## src/rtl/hex_digit_counter_if.sv

```systemverilog
// hex_digit_counter_if
//   Groups the board-facing signals of the hex digit counter.
//   Clock and reset stay plain ports on the design.
//
//   step_n    raw pushbutton, active-low, asynchronous (KEY[1])
//   load_n    raw pushbutton, active-low, asynchronous (KEY[2])
//   load_val  value loaded on a load press (SW[3:0])
//   run       1 = count on prescaler ticks (SW[9])
//   up        1 = increment, 0 = decrement (SW[8])
//   digit     current digit, feeds the 7-segment decoder
//   carry     one-cycle pulse on wrap in either direction
//   tick      one-cycle prescaler pulse (LEDR heartbeat)
//
//   master: board / stimulus side.  slave: the counter.
interface hex_digit_counter_if;
  logic       step_n;
  logic       load_n;
  logic [3:0] load_val;
  logic       run;
  logic       up;
  logic [3:0] digit;
  logic       carry;
  logic       tick;

  modport master (
    output step_n, load_n, load_val, run, up,
    input  digit, carry, tick
  );

  modport slave (
    input  step_n, load_n, load_val, run, up,
    output digit, carry, tick
  );
endinterface

```

## src/rtl/hex_digit_counter.sv

```systemverilog
// hex_digit_counter
//   Front end for the HEX0 display: conditions the two raw pushbuttons
//   (2-flop sync, debounce, falling-edge detect) and keeps a wrap-around
//   digit that steps on a button press or a prescaled run-mode tick, with
//   parallel load from the switches.
//
//   CLOCK_50  in   system clock, all state on the rising edge
//   resetn    in   asynchronous active-low reset
//   bus       slave side of hex_digit_counter_if (buttons, switches,
//             digit / carry / tick outputs)
module hex_digit_counter #(
  parameter int DEBOUNCE_CYCLES = 500000,
  parameter int TICK_CYCLES     = 50000000,
  parameter int MAX_VAL         = 15
) (
  input logic                CLOCK_50,
  input logic                resetn,
  hex_digit_counter_if.slave bus
);

  localparam int DW = (DEBOUNCE_CYCLES > 1) ? $clog2(DEBOUNCE_CYCLES) : 1;
  localparam int TW = (TICK_CYCLES > 1) ? $clog2(TICK_CYCLES) : 1;
  localparam logic [DW-1:0] DB_LAST = DW'(DEBOUNCE_CYCLES - 1);
  localparam logic [TW-1:0] TK_LAST = TW'(TICK_CYCLES - 1);
  localparam logic [3:0]    MAX_D   = 4'(MAX_VAL);

  // Button index 0 = step, 1 = load.
  logic [1:0]    btn_raw;
  logic [1:0]    sync1;
  logic [1:0]    sync2;
  logic [1:0]    stable;
  logic [1:0]    stable_d;
  logic [1:0]    armed;
  logic [1:0]    press;
  logic [1:0]    primed;
  logic [DW-1:0] db_cnt [2];

  logic [TW-1:0] pre_cnt;
  logic          tick_q;

  logic [3:0]    digit_q;
  logic          carry_q;
  logic [3:0]    load_clamped;
  logic          count_ev;

  assign btn_raw = {bus.load_n, bus.step_n};

  always_ff @(posedge CLOCK_50 or negedge resetn) begin
    if (!resetn) begin
      sync1 <= 2'b11;
      sync2 <= 2'b11;
    end else begin
      sync1 <= btn_raw;
      sync2 <= sync1;
    end
  end

  // primed[1] rises once sync2 holds a genuine pin sample rather than the
  // reset value; arming waits for it so a button held through reset
  // cannot masquerade as a fresh press.
  always_ff @(posedge CLOCK_50 or negedge resetn) begin
    if (!resetn) begin
      primed <= 2'b00;
    end else begin
      primed <= {primed[0], 1'b1};
    end
  end

  always_ff @(posedge CLOCK_50 or negedge resetn) begin
    if (!resetn) begin
      stable <= 2'b11;
      for (int i = 0; i < 2; i++) db_cnt[i] <= '0;
    end else begin
      for (int i = 0; i < 2; i++) begin
        if (sync2[i] == stable[i]) begin
          db_cnt[i] <= '0;
        end else if (db_cnt[i] == DB_LAST) begin
          stable[i] <= sync2[i];
          db_cnt[i] <= '0;
        end else begin
          db_cnt[i] <= db_cnt[i] + 1'b1;
        end
      end
    end
  end

  // A button only becomes armed after it has been seen released and
  // settled; press pulses need an armed button.
  always_ff @(posedge CLOCK_50 or negedge resetn) begin
    if (!resetn) begin
      stable_d <= 2'b11;
      armed    <= 2'b00;
      press    <= 2'b00;
    end else begin
      stable_d <= stable;
      press    <= armed & stable_d & ~stable;
      armed    <= armed | ({2{primed[1]}} & sync2 & stable);
    end
  end

  always_ff @(posedge CLOCK_50 or negedge resetn) begin
    if (!resetn) begin
      pre_cnt <= '0;
      tick_q  <= 1'b0;
    end else if (!bus.run) begin
      pre_cnt <= '0;
      tick_q  <= 1'b0;
    end else if (pre_cnt == TK_LAST) begin
      pre_cnt <= '0;
      tick_q  <= 1'b1;
    end else begin
      pre_cnt <= pre_cnt + 1'b1;
      tick_q  <= 1'b0;
    end
  end

  assign load_clamped = (bus.load_val > MAX_D) ? MAX_D : bus.load_val;
  // Step and tick in the same cycle merge into a single count.
  assign count_ev     = press[0] | tick_q;

  always_ff @(posedge CLOCK_50 or negedge resetn) begin
    if (!resetn) begin
      digit_q <= 4'd0;
      carry_q <= 1'b0;
    end else if (press[1]) begin
      digit_q <= load_clamped;
      carry_q <= 1'b0;
    end else if (count_ev) begin
      if (bus.up) begin
        if (digit_q == MAX_D) begin
          digit_q <= 4'd0;
          carry_q <= 1'b1;
        end else begin
          digit_q <= digit_q + 4'd1;
          carry_q <= 1'b0;
        end
      end else begin
        if (digit_q == 4'd0) begin
          digit_q <= MAX_D;
          carry_q <= 1'b1;
        end else begin
          digit_q <= digit_q - 4'd1;
          carry_q <= 1'b0;
        end
      end
    end else begin
      carry_q <= 1'b0;
    end
  end

  assign bus.digit = digit_q;
  assign bus.carry = carry_q;
  assign bus.tick  = tick_q;

endmodule

```

## src/flat_wrapper.sv

```systemverilog
// flat-port wrapper written by rule: the top's interface ports become plain ports
module hex_digit_counter_flat 
#(
  parameter int DEBOUNCE_CYCLES = 500000,
  parameter int TICK_CYCLES     = 50000000,
  parameter int MAX_VAL         = 15
)
  (CLOCK_50, resetn, bus_step_n, bus_load_n, bus_load_val, bus_run, bus_up, bus_digit, bus_carry, bus_tick);
  hex_digit_counter_if bus_i ();
  input logic CLOCK_50;
  input logic resetn;
  input wire logic [$bits(bus_i.step_n)-1:0] bus_step_n;
  input wire logic [$bits(bus_i.load_n)-1:0] bus_load_n;
  input wire logic [$bits(bus_i.load_val)-1:0] bus_load_val;
  input wire logic [$bits(bus_i.run)-1:0] bus_run;
  input wire logic [$bits(bus_i.up)-1:0] bus_up;
  output wire logic [$bits(bus_i.digit)-1:0] bus_digit;
  output wire logic [$bits(bus_i.carry)-1:0] bus_carry;
  output wire logic [$bits(bus_i.tick)-1:0] bus_tick;
  assign bus_i.step_n = bus_step_n;
  assign bus_i.load_n = bus_load_n;
  assign bus_i.load_val = bus_load_val;
  assign bus_i.run = bus_run;
  assign bus_i.up = bus_up;
  assign bus_digit = bus_i.digit;
  assign bus_carry = bus_i.carry;
  assign bus_tick = bus_i.tick;
  hex_digit_counter #(.DEBOUNCE_CYCLES(DEBOUNCE_CYCLES), .TICK_CYCLES(TICK_CYCLES), .MAX_VAL(MAX_VAL)) u_core (.CLOCK_50(CLOCK_50), .resetn(resetn), .bus(bus_i));
endmodule
```

## config.mk

```make
export PLATFORM = sky130hd
export DESIGN_NAME = hex_digit_counter_flat
export DESIGN_NICKNAME = d
export VERILOG_FILES = /design/src/rtl/hex_digit_counter_if.sv /design/src/rtl/hex_digit_counter.sv /design/src/flat_wrapper.sv
export SDC_FILE = /design/constraint.sdc
export NUM_CORES = 1
export LEC_CHECK = 0
export ABC_AREA = 1
export CAP_MARGIN = 10
export CELL_PAD_IN_SITES_DETAIL_PLACEMENT = 1
export CELL_PAD_IN_SITES_GLOBAL_PLACEMENT = 1
export CORE_MARGIN = 2
export CORE_UTILIZATION = 46
export CTS_CLUSTER_DIAMETER = 150
export CTS_CLUSTER_SIZE = 8
export DETAILED_ROUTE_END_ITERATION = 16
export HOLD_SLACK_MARGIN = 0.05
export PLACE_DENSITY_LB_ADDON = 0.1
export SLEW_MARGIN = 30
export SYNTH_ARGS = -nofsm -noshare
export SYNTH_HDL_FRONTEND = slang
export SYNTH_SLANG_ARGS = --single-unit
```

## constraint.sdc

```tcl
create_clock -name CLOCK_50 -period 1.7 [get_ports CLOCK_50]
set_input_delay 0.34 -clock CLOCK_50 [delete_from_list [all_inputs] [get_ports CLOCK_50]]
set_output_delay 0.34 -clock CLOCK_50 [all_outputs]
set_load 0.05 [all_outputs]
```

==> results of run 1 <==
==> metrics by stage <==
stage | cells | util
4_1_cts | 799 | 0.544
5_1_grt | 799 | 0.545
3_5_place_dp | 782 | 0.519
3_3_place_gp | 782 | 0.519
6_report | 799 | 0.545
2_1_floorplan | 622 | -
==> how the worst max path moves through the flow <==
stage,depth (start not counted),to
after floorplan,7,u_core.bus.digit[3]$_DFFE_PN0P_
after global placement,8,u_core.db_cnt[35]$_DFF_PN0_
after detailed placement,6,u_core.db_cnt[27]$_DFF_PN0_
after CTS,6,u_core.db_cnt[27]$_DFF_PN0_
after global routing,8,u_core.pre_cnt[21]$_DFF_PN0_
final,8,u_core.pre_cnt[3]$_DFF_PN0_
==> routing by layer <==
layer / wire (um) / vias up
li1: - / 2035
met1: 5830 / 2063
met2: 6110 / 68
met3: 504 / 15
met4: 136 / 0
met5: 0 / -
==> cells by family after synthesis <==
group | Yosys count
flip-flops | 84
AO/OA/AOI/OAI | 22
adder cells (fa/ha/maj) | 5
XOR/XNOR | 32
other | 1
AND/OR/NAND/NOR | 412
buffers and inverters | 66
==> timing repair <==
action / 4_1_cts / 5_1_grt
hold endpoints to repair: 26 / 0
gates resized for setup: 0 / 5
buffers inserted: 0 / 0
hold buffers: 1 / 0
setup endpoints to repair: 0 / 15
==> power by group <==
part	switching, uW	leakage, uW	internal (uW)
logic	154	0.000936	89.9
clock network	763	0.000121	982
registers	35.7	0.00112	2030
total	953	0.00218	3100
==> area by class of cell <==
class | count | area, sq um
clock buffer | 10 | 128
clock inverter | 6 | 113
fill | 1287 | 4440
inverter | 64 | 240
multi-input combinational | 472 | 2280
sequential | 84 | 2110
tap | 133 | 166
timing repair buffer | 30 | 285
==> cells in the mapped netlist, drive strengths merged <==
| cell | instances |
|---|---|
| a21oi | 4 |
| a31o | 2 |
| a31oi | 1 |
| and2 | 1 |
| clkbuf | 2 |
| clkinv | 1 |
| conb | 1 |
| dfrtp | 76 |
| dfstp | 8 |
| ha | 5 |
| inv | 63 |
| nand2 | 167 |
| nand3 | 47 |
| nand3b | 3 |
| nand4 | 21 |
| nor2 | 166 |
| nor3 | 4 |
| nor3b | 2 |
| o211ai | 1 |
| o21a | 2 |
| o21ai | 8 |
| o21bai | 2 |
| o221ai | 2 |
| or2 | 1 |
| xnor2 | 8 |
| xor2 | 24 |
==> registers in the layout (all words and copies together) (netlist names) <==
name              cells
u_core.stable         2
u_core.stable_d       2
u_core.db_cnt        38
u_core.bus.tick       1
u_core.sync1          2
u_core.primed         2
u_core.bus.digit      4
u_core.pre_cnt       26
u_core.press          2
u_core.bus.carry      1
u_core.sync2          2
u_core.armed          2
==> impl_metrics.tcl, run 1 <==
set metrics [dict create \
    status "complete, no violations" \
    drt_iter0_markers 200 \
    grt_pass1_wl_mm 21.7 \
    grt_use_met2 0.415 \
    fin_worst_skew_ps 13.2 \
    fin_crit_ps 1580 \
    required_ps 1960 \
    synth_nets 637 \
    ys_ff_latch 84 \
    layout_commonest_cell "nand2_1" \
    drc 0 \
    clock_latency_ps 380 \
    fin_nets 676 \
    critPathSlowestCell "dfrtp_1" \
    drtAntennaViolNets 0 \
    cap_violations 0 \
    grt_start_max_net_pins 34 \
    crit_type "reg -> reg" \
    grt_pass1_vias 4420 \
    synth_seq_area_share 0.456 \
    num_vias 4181 \
    die-area_sq_um 10900 \
    drv_slew 0 \
    design_area_sq_um 5330 \
    use_met1 0.328 \
    gp_congestion 0.891 \
    cp_max_fo 8 \
    htree_num_levels 3 \
    cts_buffers 9 \
    setup_tns_ps 0 \
    avgSynthCellArea_sq_um 7.45 \
    place_ws_ps 54.5 \
    synth_xor_area_frac 0.0605 \
    rsz0062_at_grt "false" \
    startpoint_type "register" \
    wl_per_cell_um 15.8 \
    syn2layout_area_growth_pct 15.0 \
    io_pins 16 \
    synthSimpleGateAreaFrac 0.386 \
    die_y_um 104 \
    coreArea_sq_um 9770 \
    ys_types 33 \
    antenna_found_initial 0 \
    worstPathArrival_ps 1840 \
    dpl-instance-area_sq_um 5070 \
    cts_buffer_depth 2 \
    period_share 0.929 \
    crit_start "u_core.pre_cnt[0]$_DFF_PN0_" \
    slowest_delay_ps 430 \
    synth_top_area_frac 0.410 \
    syn_inst 622 \
    layout_common_cells "152 x nand2_1, 145 x nor2_1, 75 x dfrtp_1" \
    synthMuxAreaShare 0 \
    rows 36 \
    path_delay_family "simple AND/OR/NAND/NOR gates" \
    antenna_cells 0 \
    peakVddDrop_mv 0.672 \
    viasPerCell 5.23 \
    cts_tree "done" \
    initial_core_util 0.474 \
    routed_wl_mm 12.6 \
    root_buffer "clkbuf_8" \
    hold_depth 0 \
    rr_worst_depth 8 \
    gr-max-usage-layer "met2" \
    grt_usage 0.250 \
    r2r_setup_slack_ps 120 \
    hp-class "reg -> reg" \
    grt.met3_usage 0.0664 \
    setup_violations 0 \
    synth_top_cell_by_area "dfrtp_1" \
    holdPathEnd "u_core.primed[1]$_DFF_PN0_" \
    path_clk_slew_ps 90 \
    yosys_warnings 0 \
    cp_cell_sequence "ha_1, inv_2, nor2_4, nand2_2, nor2_2, nand3_2, nand2_4, nor2_1" \
    hpwl_mm 9.78 \
    power.total_uw 4060 \
    synthTopCellsByArea "dfrtp_1 41%, nand2_1 12%, nor2_1 12%" \
    reg2reg_to "u_core.pre_cnt[3]$_DFF_PN0_" \
    synth_top_family_by_area "simple AND/OR/NAND/NOR gates" \
    post_route_cells_drive_above_1_share 0.134 \
    p_leak_uw 0.00218 \
    first_pass_iters 4 \
    die_w_um 104 \
    synth_adder_area_share 0.0135 \
    cp-end-kind "register" \
    holdWs_ps 361 \
    layout_setup_ws_ps 120 \
    hp-start "u_core.primed[0]$_DFF_PN0_" \
    crit_buf_inv 1 \
    syn_area_sq_um 4630 \
    clock.fmax_ghz 0.633 \
    clkSinkCount 84 \
    r2r-start "u_core.pre_cnt[0]$_DFF_PN0_" \
    gr-total-overflow 0 \
    power_density_nw_per_um2 761 \
    synth_compound_area_frac 0.0300 \
    portBuffers 15 \
    hold_viol 0 \
]
No activity file was read; power rests on OpenSTA's default activity.
==> run 2, diff against run 1 <==
--- a/config.mk
+++ b/config.mk
@@ -11,7 +11,7 @@
 export CELL_PAD_IN_SITES_GLOBAL_PLACEMENT = 1
 export CORE_MARGIN = 2
 export CORE_UTILIZATION = 46
-export CTS_CLUSTER_DIAMETER = 150
+export CTS_CLUSTER_DIAMETER = 80
 export CTS_CLUSTER_SIZE = 8
 export DETAILED_ROUTE_END_ITERATION = 16
 export HOLD_SLACK_MARGIN = 0.05
==> results of run 2 <==
Same layout as run 1: the final DEF is identical, and so are final timing and power.
